File: config.mk
export PLATFORM = sky130hd
export DESIGN_NAME = mem_stage_ctrl
export DESIGN_NICKNAME = d
export VERILOG_FILES = /design/src/rtl/cpu_pkg.sv /design/src/rtl/mem_stage_ctrl.sv
export SDC_FILE = /design/constraint.sdc
export NUM_CORES = 1
export LEC_CHECK = 0
export BUFFER_PORTS_ARGS = -buffer_cell sky130_fd_sc_hd__buf_2
export CORE_ASPECT_RATIO = 0.8
export CORE_UTILIZATION = 51
export CTS_BUF_LIST = sky130_fd_sc_hd__clkbuf_4
export CTS_CLUSTER_DIAMETER = 40
export DETAILED_ROUTE_END_ITERATION = 16
export GPL_TIMING_DRIVEN = 0
export HOLD_SLACK_MARGIN = 0.15
export PLACE_DENSITY = 0.81
export SETUP_SLACK_MARGIN = 0.15
export SLEW_MARGIN = 10
export SYNTH_ARGS = -nofsm -noshare
export SYNTH_HDL_FRONTEND = slang
export SYNTH_SLANG_ARGS = --single-unit
File: constraint.sdc
create_clock -name clk -period 1.9 [get_ports clk]
set_clock_uncertainty 0.15 [all_clocks]
set_input_delay 0.38 -clock clk [delete_from_list [all_inputs] [get_ports clk]]
set_output_delay 0.38 -clock clk [all_outputs]
set_load 0.02 [all_outputs]
File: src/rtl/cpu_pkg.sv
// Shared CPU pipeline types: datapath widths, MEM-stage state encoding and
// the write-back bundle handed from MEM to WB.
package cpu_pkg;
   localparam int DATA_W = 8;
   localparam int REG_W  = 3;

   typedef enum logic {IDLE, ACCESS} mem_state_t;

   typedef struct packed {
      logic              write_reg;
      logic [REG_W-1:0]  regD;
      logic [DATA_W-1:0] data;
   } wb_bundle_t;
endpackage

File: src/rtl/mem_stage_ctrl.sv
// MEM-stage controller: runs the data-memory req/ready handshake, stalls the
// pipeline while an access is outstanding and holds the MEM/WB registers.
module mem_stage_ctrl
   import cpu_pkg::*;
#(
   parameter int DATA_W  = cpu_pkg::DATA_W,
   parameter int REG_W   = cpu_pkg::REG_W,
   parameter int TIMEOUT = 15
) (
   input  logic              clk,
   input  logic              reset,
   input  logic              read_mem_i,
   input  logic              write_mem_i,
   input  logic              write_reg_i,
   input  logic [DATA_W-1:0] aluOut_i,
   input  logic [DATA_W-1:0] data2_i,
   input  logic [REG_W-1:0]  regD_i,
   output logic              mem_req_o,
   output logic              mem_we_o,
   output logic [DATA_W-1:0] mem_addr_o,
   output logic [DATA_W-1:0] mem_wdata_o,
   input  logic              mem_ready_i,
   input  logic [DATA_W-1:0] mem_rdata_i,
   output logic              stall_o,
   output logic              wb_write_reg_o,
   output logic [REG_W-1:0]  wb_regD_o,
   output logic [DATA_W-1:0] wb_data_o,
   output logic              err_o
);

   mem_state_t        state, state_nxt;
   logic [7:0]        cnt;
   logic              access, timeout;
   logic              lat_we, lat_wr;
   logic [DATA_W-1:0] lat_addr, lat_wdata;
   logic [REG_W-1:0]  lat_regD;
   wb_bundle_t        wb_q;

   assign access  = read_mem_i | write_mem_i;
   // Fires in the last permitted ACCESS cycle so stall can drop the same cycle.
   assign timeout = (state == ACCESS) && !mem_ready_i && (cnt == 8'(TIMEOUT - 1));

   always_ff @(posedge clk or posedge reset) begin
      if (reset) state <= IDLE;
      else       state <= state_nxt;
   end

   always_comb begin
      state_nxt = state;
      case (state)
         IDLE:   if (access) state_nxt = ACCESS;
         ACCESS: if (mem_ready_i || timeout) state_nxt = IDLE;
         default: state_nxt = IDLE;
      endcase
   end

   // Stall is gated by reset so a held load cannot freeze the pipe while in reset.
   always_comb begin
      mem_req_o = (state == ACCESS);
      stall_o   = 1'b0;
      if (!reset) begin
         if (state == IDLE) stall_o = access;
         else               stall_o = !mem_ready_i && !timeout;
      end
   end

   always_ff @(posedge clk or posedge reset) begin
      if (reset) begin
         cnt       <= '0;
         lat_we    <= 1'b0;
         lat_wr    <= 1'b0;
         lat_addr  <= '0;
         lat_wdata <= '0;
         lat_regD  <= '0;
         wb_q      <= '0;
         err_o     <= 1'b0;
      end else if (state == IDLE) begin
         if (access) begin
            lat_addr        <= aluOut_i;
            lat_wdata       <= data2_i;
            lat_we          <= !read_mem_i;   // read wins when both are set
            lat_regD        <= regD_i;
            lat_wr          <= write_reg_i;
            cnt             <= '0;
            wb_q.write_reg  <= 1'b0;
            if (read_mem_i && write_mem_i) err_o <= 1'b1;
         end else begin
            wb_q <= '{write_reg: write_reg_i, regD: regD_i, data: aluOut_i};
         end
      end else begin
         if (mem_ready_i) begin
            cnt <= '0;
            if (!lat_we) wb_q <= '{write_reg: lat_wr, regD: lat_regD, data: mem_rdata_i};
            else         wb_q.write_reg <= 1'b0;
         end else if (timeout) begin
            cnt            <= '0;
            err_o          <= 1'b1;
            wb_q.write_reg <= 1'b0;
         end else begin
            cnt            <= cnt + 8'd1;
            wb_q.write_reg <= 1'b0;
         end
      end
   end

   assign mem_we_o       = lat_we;
   assign mem_addr_o     = lat_addr;
   assign mem_wdata_o    = lat_wdata;
   assign wb_write_reg_o = wb_q.write_reg;
   assign wb_regD_o      = wb_q.regD;
   assign wb_data_o      = wb_q.data;

endmodule
# [Word-level counts from Yosys, hierarchy flattened]
# Index checks and enable logic that the tools add are counted.
# Widths: inputs -> output; s select.
[op_classes] n_addsub=1 n_eq_ne=6 mux=21 bitwise=2 reduce_logical=13
[op_table] op="$mux 11" n=3
[op_table] op="$mux 8" n=4
[op_table] op="$mux 1" n=12
[op_table] op="$mux 12" n=1
[op_table] op="$add 8x1->8 const B" n=1
[op_table] op="$eq 8x4->1 const B" n=1
[op_table] op="$ne 2x2->1 const B" n=4
[op_table] op="$logic_and 1x1->1" n=4
[op_table] op="$reduce_and 4->1" n=1
[op_table] op="$reduce_bool 2->1" n=2
[op_table] op="$logic_not 1->1" n=3
[op_table] op="$reduce_and 3->1" n=1
[op_table] op="$ne 2x1->1 const B" n=1
[op_table] op="$pmux 1 s2" n=1
[op_table] op="$reduce_and 2->1" n=1
[op_table] op="$logic_or 1x1->1" n=1
[op_table] op="$not 1->1" n=1
[op_table] op="$or 1x1->1" n=1
[word_totals] register_bits=43 input_bits=33 out_inout_bits=32 wordCells=54

# [Depth between registers and ports, before layout]
# Gate-level depths: netlist of the first run.
[depth] ltp_word=7 ltp_mapped=7 mapped_depth_nobuf=6

# [Least setup slack after synthesis of the first run]
# No wires, ideal clock.
[synth_path] kind="reg-to-output" start="reg cnt[0]" end="out stall_o" arrival_time_ps=1565 t_required_ps=1370 slack_ps=-195 stages_incl_launch_ff=7 path_cell_list="dfrtp_1 > inv_1 > ha_1 > nor4b_1 > a211o_1 > buf_6 > a21oi_1"
[synth_via] elab_chain_cells=6
[synth_lines] item="start: declaration" line="mem_stage_ctrl.sv:32" rtl="logic [7:0] cnt;"
[synth_lines] item="start signal: assignment" line="mem_stage_ctrl.sv:100" rtl="cnt <= cnt + 8'd1;"
[synth_lines] item="$eq 8x4->1" line="mem_stage_ctrl.sv:41" rtl="assign timeout = (state == ACCESS) && !mem_ready_i && (cnt == 8'(TIMEOUT - 1));"
[synth_lines] item="$logic_and 1x1->1" line="mem_stage_ctrl.sv:41"
[synth_lines] item="$logic_not 1->1" line="mem_stage_ctrl.sv:63" rtl="else stall_o = !mem_ready_i && !timeout;"
[synth_lines] item="$logic_and 1x1->1" line="mem_stage_ctrl.sv:63"
[synth_lines] item="$mux 1" line="mem_stage_ctrl.sv:62" rtl="if (state == IDLE) stall_o = access;"
[synth_lines] item="$mux 1" line="mem_stage_ctrl.sv:61" rtl="if (!reset) begin"
[synth_lines] item="end: declaration" line="mem_stage_ctrl.sv:24" rtl="output logic stall_o,"
# No other way between the ends.

# [Worst setup path after layout of the first run]
[layout_path] start="reg cnt[4]" end="out stall_o"
# Same word-level chain as after synthesis.

==> results of run 1 <==
## registers in the layout, summed over array words and instances, names as in the netlist
register        count
wb_write_reg_o      1
err_o               1
lat_regD            3
wb_regD_o           3
mem_we_o            1
cnt                 8
wb_data_o           8
mem_wdata_o         8
mem_req_o           1
lat_wr              1
mem_addr_o          8
## cell type report
| class | instances | area, µm² |
|---|---|---|
| Buffer | 8 | 80.1 |
| Tap cell | 42 | 52.6 |
| Inverter | 3 | 11.3 |
| Clock buffer | 5 | 37.5 |
| Sequential cell | 43 | 1080 |
| Multi-Input combinational cell | 98 | 807 |
| Fill cell | 225 | 674 |
| Timing Repair Buffer | 98 | 664 |
| Clock inverter | 3 | 67.6 |
## tightest hold or removal path: stages
cell                      delay (ps)
sky130_fd_sc_hd__buf_2            70
sky130_fd_sc_hd__mux2i_1          60
sky130_fd_sc_hd__a21oi_1         130
## what timing repair did
action / 4_1_cts / 5_1_grt
setup endpoints to repair: 34 / 22
pin swaps: 3 / 6
hold buffers: 22 / 0
buffers inserted: 4 / 6
hold endpoints to repair: 64 / 0
cloned: 1 / 0
resized for setup: 17 / 11
## kinds of logic (layout without fill, tap and decap cells)
logic type                 Yosys count  in the layout  synth area share
DFF                                 43             43             0.573
muxes                               31             31             0.179
AOI/OAI and AO/OA                   35             35             0.119
adders and majority gates            2              2            0.0133
and+or+nand+nor                     30             30            0.0820
buffers and inverters               11            117            0.0340
## per-stage QoR
stage / area (µm²) / util
global route: 2800 / 0.806
finish: 2800 / 0.806
global placement: 2260 / 0.652
CTS: 2710 / 0.782
floorplan: 1890 / -
detailed placement: 2280 / 0.658
## routing by layer
metal	wire length [µm]	vias to the layer above	track usage
met2	2350	40	0.409
met3	187	5	0.0592
li1	-	752	-
met4	51	0	0.0657
met1	2000	792	0.315
met5	0	-	0
## power by group through the flow
stage | Sequential, mW | Combinational, mW | Clock (mW)
3_5_place_dp | 1.37 | 1.24 | 0
5_1_grt | 1.39 | 1.52 | 0.753
3_3_place_gp | 1.35 | 1.21 | 0
2_1_floorplan | 1.67 | 0.513 | 0
6_report | 1.35 | 1.42 | 0.713
4_1_cts | 1.35 | 1.35 | 0.716
## final timing paths
path | from | endpoint | slack (ps) | depth (start not counted)
hold reg to reg | err_o | err_o | 350 | 2
max in group asynchronous | reset | mem_addr_o[6] | 780 | 4
min in group asynchronous | reset | mem_wdata_o[7] | 380 | 3
setup / recovery | cnt[4] | stall_o | -380 | 5
hold / removal | mem_rdata_i[5] | wb_data_o[5] | 170 | 3
setup reg to reg | cnt[4] | cnt[3] | 20 | 7
## cell usage in the layout (no fill, tap or decap), drive strengths merged
| cell | n |
|---|---|
| buf | 84 |
| dfrtp | 43 |
| dlygate4sd3 | 22 |
| mux2 | 20 |
| a21oi | 14 |
| nor2 | 13 |
| mux2i | 11 |
| o21ai | 7 |
| nand2 | 5 |
| clkbuf | 5 |
| and3 | 3 |
| a31oi | 3 |
| nor3b | 3 |
| a21o | 3 |
| inv | 3 |
| a31o | 2 |
| a41oi | 2 |
| bufinv | 2 |
| ha | 2 |
| or3 | 1 |
| nor4b | 1 |
| and3b | 1 |
| a211o | 1 |
| nand3 | 1 |
| nor3 | 1 |
| a22o | 1 |
| nor2b | 1 |
| o211ai | 1 |
| o21a | 1 |
| clkinvlp | 1 |
==> metrics.txt, run 1 <==
# TYPE chip_impl_metric gauge
chip_impl_metric{name="dieArea",unit="µm²"} 3930
chip_impl_metric{name="floorplan.initialDensity",unit=""} 0.541
chip_impl_metric{name="global_route.usage.total",unit=""} 0.243
chip_impl_metric{name="rows",unit=""} 19
chip_impl_info{name="run_status",value="finished with violations"} 1
chip_impl_metric{name="place.port_buffers",unit=""} 64
chip_impl_metric{name="die-height",unit="µm"} 56.3
chip_impl_metric{name="drt-wirelength-per-cell",unit="µm"} 15.3
chip_impl_metric{name="worst_setup_hold_path_clk_slew",unit="ps"} 120
chip_impl_metric{name="synth_fp_nets",unit=""} 187
chip_impl_metric{name="pin_count_of_the_biggest_net_entering_global_routing",unit=""} 35
chip_impl_metric{name="total_switching_power",unit="mW"} 1.25
chip_impl_metric{name="tritoncts.num_buffers",unit=""} 5
chip_impl_info{name="path_class",value="flop to output pin"} 1
chip_impl_info{name="timing.critical_path.max_delay_family",value="flip-flops"} 1
chip_impl_metric{name="place_congestion",unit=""} 0.790
chip_impl_info{name="synth.cells.most_frequent",value="43 x sky130_fd_sc_hd__dfrtp_1, 17 x sky130_fd_sc_hd__mux2_2, 14 x sky130_fd_sc_hd__a21oi_1"} 1
chip_impl_metric{name="async_flop_share",unit=""} 1.00
chip_impl_metric{name="max_stage_delay",unit="ps"} 460
chip_impl_metric{name="post_synth_num_cell_types",unit=""} 31
chip_impl_info{name="ys_top_cells_by_area",value="sky130_fd_sc_hd__dfrtp_1 57%, sky130_fd_sc_hd__mux2_2 10%, sky130_fd_sc_hd__mux2i_1 5.9%"} 1
chip_impl_metric{name="required_time_of_the_critical_path",unit="ps"} 1370
chip_impl_metric{name="routed_via_density",unit=""} 5.30
chip_impl_metric{name="syn-cell-area",unit="µm²"} 1880
chip_impl_metric{name="netlist_instances",unit=""} 152
chip_impl_metric{name="coreArea",unit="µm²"} 3470
chip_impl_metric{name="vdd_ir_drop_max",unit="µV"} 838
chip_impl_metric{name="clock_power_share",unit=""} 0.205
chip_impl_metric{name="yosysWarningCount",unit=""} 0
chip_impl_metric{name="yosysSeqAreaShare",unit=""} 0.573
chip_impl_info{name="critPathCaptureType",value="output pin"} 1
chip_impl_metric{name="max_cap_viol_count",unit=""} 0
chip_impl_metric{name="total_power",unit="mW"} 3.48
chip_impl_info{name="synth_ff_type",value="sky130_fd_sc_hd__dfrtp_1"} 1
chip_impl_metric{name="leakage",unit="nW"} 1.36
chip_impl_metric{name="antenna_found_initial",unit=""} 0
chip_impl_metric{name="dpl_worst_slack",unit="ps"} -239
chip_impl_metric{name="final_hold_viol_count",unit=""} 0
chip_impl_metric{name="combPwrFrac",unit=""} 0.407
chip_impl_metric{name="crit_arrival",unit="ps"} 1750
chip_impl_metric{name="grt_first_pass_wirelength",unit="µm"} 7410
chip_impl_info{name="cts.root.buffer_cell",value="sky130_fd_sc_hd__clkbuf_4"} 1
chip_impl_metric{name="insertedDiodeCount",unit=""} 0
chip_impl_metric{name="min_period",unit="ps"} 2280
chip_impl_metric{name="p_seq_frac",unit=""} 0.388
chip_impl_metric{name="ant_nets",unit=""} 0
chip_impl_metric{name="dpl.cell_count",unit=""} 259
chip_impl_info{name="post-synth-top-count-cell",value="sky130_fd_sc_hd__dfrtp_1"} 1
chip_impl_metric{name="grt_overflow_total",unit=""} 0
chip_impl_metric{name="maxSlewViolCount",unit=""} 0
chip_impl_metric{name="initialDrtViolationCount",unit=""} 41
chip_impl_metric{name="dieWidth",unit="µm"} 69.8
chip_impl_metric{name="timing.critical_path.fanout_max",unit=""} 6
chip_impl_metric{name="post-route-period-util",unit=""} 1.20
chip_impl_metric{name="finalNetCount",unit=""} 292
chip_impl_metric{name="worstMarginPinSlew",unit="ps"} 396
chip_impl_metric{name="avgSynthCellArea",unit="µm²"} 12.3
chip_impl_info{name="critical_path.cell_chain",value="and3b_1, a211o_1, buf_6, a21oi_4, buf_6"} 1
chip_impl_metric{name="power_report.internal_total",unit="mW"} 2.23
chip_impl_metric{name="hpwl",unit="µm"} 2840
chip_impl_metric{name="finish.cell_count_without_fillers",unit=""} 300
chip_impl_metric{name="synthDominantCellAreaShare",unit=""} 0.573
chip_impl_metric{name="clock.fmax",unit="MHz"} 439
chip_impl_metric{name="ys_ff_latch",unit=""} 43
chip_impl_info{name="violations",value="negative setup slack"} 1
chip_impl_info{name="synth_top_area_cell",value="sky130_fd_sc_hd__dfrtp_1"} 1
chip_impl_metric{name="pwr_density_cell",unit="nW/µm²"} 1250
chip_impl_info{name="tritoncts_clock_tree",value="built"} 1
chip_impl_info{name="setup.worst_path.start_class",value="flop"} 1
chip_impl_metric{name="vias",unit=""} 1589
chip_impl_info{name="slowest_stage",value="sky130_fd_sc_hd__dfrtp_1"} 1
chip_impl_metric{name="power.switching_fraction",unit=""} 0.360
chip_impl_metric{name="area_growth",unit="%"} 49.0
chip_impl_metric{name="number_of_enable_flip_flop_cells_after_synthesis",unit=""} 0
chip_impl_metric{name="critical_path_buffer_and_inverter_count",unit=""} 2
chip_impl_metric{name="drive_gt1_frac",unit=""} 0.481
chip_impl_info{name="hold_class",value="input pin to flop"} 1
chip_impl_metric{name="ios",unit=""} 65
chip_impl_metric{name="fin_hold_ws",unit="ps"} 174
chip_impl_metric{name="drc",unit=""} 0
chip_impl_metric{name="worst_skew_pair.late_latency",unit="ps"} 360
chip_impl_metric{name="cts.htree.levels",unit=""} 2
chip_impl_info{name="critical_path.most_common_cell",value="sky130_fd_sc_hd__buf_6"} 1
chip_impl_metric{name="max-slew-margin-rel",unit=""} 0.734
chip_impl_metric{name="routed_wl",unit="µm"} 4590
chip_impl_metric{name="final.setup.worst_slack",unit="ps"} -376
chip_impl_metric{name="setup_violations",unit=""} 1
chip_impl_metric{name="fin_tns_setup",unit="ps"} -376
chip_impl_metric{name="number_of_global_route_vias_before_repair",unit=""} 1658
chip_impl_metric{name="cts.sinks",unit=""} 43
chip_impl_metric{name="drtPass1Iterations",unit=""} 4
chip_impl_info{name="grt_setup_unrepaired",value="yes"} 1
chip_impl_metric{name="cts-root-to-sink-buffers",unit=""} 2
Power figures use the tool's default switching activity.
==> inputs of run 2 (changes only) <==
--- a/config.mk
+++ b/config.mk
@@ -15,6 +15,7 @@
 export HOLD_SLACK_MARGIN = 0.15
 export PLACE_DENSITY = 0.81
 export SETUP_SLACK_MARGIN = 0.15
+export SKIP_LAST_GASP = 1
 export SLEW_MARGIN = 10
 export SYNTH_ARGS = -nofsm -noshare
 export SYNTH_HDL_FRONTEND = slang
==> run 2 against run 1 <==
  * Power rose by 0.25%
  * Die area did not move
  * Combinational power barely moved
  * Core utilization rose by 0.36 points
  * The run still ends with negative setup slack left
  * Largest power group unchanged
  * Non-clock buffer count rose by 2
  * Global-route usage barely moved
  * Clock-buffer cell count did not move
  * First-iteration DRC count rose by 120%
==> metrics.txt, run 2 (same netlist as run 1, synthesis figures left out) <==
# TYPE chip_impl_metric gauge
chip_impl_info{name="run_status",value="finished with violations"} 1
chip_impl_info{name="violations",value="negative setup slack"} 1
chip_impl_metric{name="total_power",unit="mW"} 3.49
chip_impl_metric{name="sequential_standard_cell_area",unit="µm²"} 1080
chip_impl_info{name="r2r_start",value="cnt[4]"} 1
chip_impl_info{name="cts.root.buffer_cell",value="sky130_fd_sc_hd__clkbuf_4"} 1
chip_impl_metric{name="initialDrtViolationCount",unit=""} 91
chip_impl_metric{name="hpwl",unit="µm"} 2840
chip_impl_metric{name="max-slew-margin-rel",unit=""} 0.736
chip_impl_metric{name="worst_skew_pair.late_latency",unit="ps"} 350
chip_impl_metric{name="finalNetCount",unit=""} 294
chip_impl_metric{name="final_hold_viol_count",unit=""} 0
chip_impl_metric{name="pwr_density_cell",unit="nW/µm²"} 1240
chip_impl_metric{name="post-route-period-util",unit=""} 1.20
chip_impl_metric{name="finish.cell_count_without_fillers",unit=""} 302
chip_impl_info{name="critical_path.cell_chain",value="and3b_1, a211o_1, buf_6, a21oi_4, buf_6"} 1
chip_impl_metric{name="cts.htree.levels",unit=""} 2
chip_impl_metric{name="worst_setup_hold_path_clk_slew",unit="ps"} 130
chip_impl_metric{name="dieWidth",unit="µm"} 69.8
chip_impl_metric{name="clock.fmax",unit="MHz"} 437
chip_impl_metric{name="drt-wirelength-per-cell",unit="µm"} 15.5
chip_impl_metric{name="dieArea",unit="µm²"} 3930
chip_impl_metric{name="final.setup.worst_slack",unit="ps"} -387
chip_impl_metric{name="antenna_found_initial",unit=""} 0
chip_impl_metric{name="critical_path_buffer_and_inverter_count",unit=""} 2
chip_impl_info{name="timing.critical_path.max_delay_family",value="flip-flops"} 1
chip_impl_info{name="setup.worst_path.start_class",value="flop"} 1
chip_impl_metric{name="ant_nets",unit=""} 0
chip_impl_metric{name="max_stage_delay",unit="ps"} 470
chip_impl_info{name="critical_path.most_common_cell",value="sky130_fd_sc_hd__buf_6"} 1
chip_impl_metric{name="drtPass1Iterations",unit=""} 4
chip_impl_metric{name="ios",unit=""} 65
chip_impl_info{name="critPathCaptureType",value="output pin"} 1
chip_impl_info{name="worst_hold_startpoint",value="mem_rdata_i[2]"} 1
chip_impl_info{name="path_class",value="flop to output pin"} 1
chip_impl_info{name="commonest_non_fill_non_tap_cell_in_the_layout",value="sky130_fd_sc_hd__buf_2"} 1
chip_impl_info{name="grt_setup_unrepaired",value="yes"} 1
chip_impl_metric{name="cts-root-to-sink-buffers",unit=""} 2
chip_impl_metric{name="max_cap_viol_count",unit=""} 0
chip_impl_metric{name="multiInputGateArea",unit="µm²"} 801
chip_impl_metric{name="cts.sinks",unit=""} 43
chip_impl_metric{name="min_period",unit="ps"} 2290
chip_impl_metric{name="reg2regPathDepth",unit=""} 8
chip_impl_metric{name="insertedDiodeCount",unit=""} 0
chip_impl_metric{name="coreArea",unit="µm²"} 3470
chip_impl_metric{name="setup_violations",unit=""} 5
chip_impl_metric{name="area_growth",unit="%"} 49.7
chip_impl_metric{name="place.port_buffers",unit=""} 64
chip_impl_metric{name="tritoncts.num_buffers",unit=""} 5
chip_impl_metric{name="pin_count_of_the_biggest_net_entering_global_routing",unit=""} 35
chip_impl_metric{name="regToRegSetupSlack",unit="ps"} -90
chip_impl_metric{name="drive_gt1_frac",unit=""} 0.481
chip_impl_metric{name="rows",unit=""} 19
chip_impl_metric{name="layout.filler_cells",unit=""} 224
chip_impl_metric{name="final_util",unit=""} 0.809
chip_impl_info{name="tritoncts_clock_tree",value="built"} 1
chip_impl_metric{name="routed_via_density",unit=""} 5.33
chip_impl_metric{name="number_of_global_route_vias_before_repair",unit=""} 1653
chip_impl_metric{name="worstSetupPathDepth",unit=""} 5
chip_impl_metric{name="grt_first_pass_wirelength",unit="µm"} 7400
chip_impl_metric{name="worstMarginPinSlew",unit="ps"} 393
chip_impl_info{name="cp-endpoint",value="stall_o"} 1
chip_impl_metric{name="die-height",unit="µm"} 56.3
chip_impl_metric{name="floorplan.initialDensity",unit=""} 0.541
chip_impl_info{name="critical_path.reg2reg.endpoint",value="cnt[2]"} 1
chip_impl_info{name="layout.cells.most_common_list",value="64 x sky130_fd_sc_hd__buf_2, 43 x sky130_fd_sc_hd__dfrtp_1, 22 x sky130_fd_sc_hd__dlygate4sd3_1"} 1
chip_impl_metric{name="routed_wl",unit="µm"} 4680
chip_impl_metric{name="place_congestion",unit=""} 0.790
chip_impl_metric{name="vias",unit=""} 1611
chip_impl_metric{name="leakage",unit="nW"} 1.37
chip_impl_metric{name="vdd_ir_drop_max",unit="µV"} 850
chip_impl_metric{name="crit_arrival",unit="ps"} 1760
chip_impl_metric{name="grt_overflow_total",unit=""} 0
chip_impl_metric{name="required_time_of_the_critical_path",unit="ps"} 1370
chip_impl_metric{name="global_route.usage.total",unit=""} 0.242
chip_impl_metric{name="drc",unit=""} 0
chip_impl_metric{name="timing.critical_path.fanout_max",unit=""} 6
chip_impl_info{name="hold_class",value="input pin to flop"} 1
chip_impl_metric{name="dpl.cell_count",unit=""} 259
chip_impl_metric{name="maxSlewViolCount",unit=""} 0
chip_impl_info{name="worstSetupStartpoint",value="cnt[4]"} 1
chip_impl_metric{name="fin_hold_ws",unit="ps"} 175
chip_impl_info{name="slowest_stage",value="sky130_fd_sc_hd__dfrtp_1"} 1
## run 2: worst reg2reg max path, delay by kind of cell (launching register included)
family,cells,cell delay (ps)
flops,1,470
simple gates,2,390
buf+inv,4,500
compound gates,2,420
## run 2: layout make-up
cell class,instances,share of cell area
flip-flops and latches,43,0.383
inverters,3,0.00401
clock buffers,5,0.0134
multi-input cells,98,0.285
plain buffers,8,0.0285
clock inverters,3,0.0241
repair buffers,100,0.243
well taps,42,0.0187
## run 2: where the power goes
group / switching (mW) / internal (mW)
logic: 0.797 / 0.632
registers: 0.156 / 1.20
clock network: 0.302 / 0.409
total: 1.25 / 2.24
## run 2: how the worst min path moves through the flow
| stage | depth (start not counted) | to |
|---|---|---|
| 2_1_floorplan | 1 | cnt[7] |
| 3_3_place_gp | 2 | err_o |
| 3_5_place_dp | 2 | mem_wdata_o[3] |
| 4_1_cts | 3 | wb_data_o[2] |
| 5_1_grt | 3 | wb_data_o[5] |
| 6_report | 3 | wb_data_o[2] |
## run 2: routing by layer
metal | wire [µm] | global-route usage | share of wire
met5 | 0 | 0 | 0
met4 | 52 | 0.0657 | 0.011
met2 | 2380 | 0.408 | 0.51
met1 | 2030 | 0.315 | 0.43
met3 | 220 | 0.0592 | 0.047
## run 2: what timing repair did
| action | CTS | global route |
|---|---|---|
| hold endpoints to repair | 64 | 0 |
| pin swaps | 3 | 7 |
| gates cloned | 1 | 0 |
| setup buffers | 4 | 8 |
| hold buffers | 22 | 0 |
| gates resized for setup | 16 | 15 |
| setup endpoints to repair | 34 | 22 |
## run 2: stage by stage
| stage | instance area, µm² | setup slack [ps] | setup TNS, ps |
|---|---|---|---|
| detailed placement | 2280 | -239 | -273 |
| floorplan | 1890 | -7.67 | -7.67 |
| finish | 2810 | -387 | -694 |
| CTS | 2710 | -408 | -408 |
| global route | 2810 | -462 | -1270 |
| global placement | 2260 | -221 | -9670 |
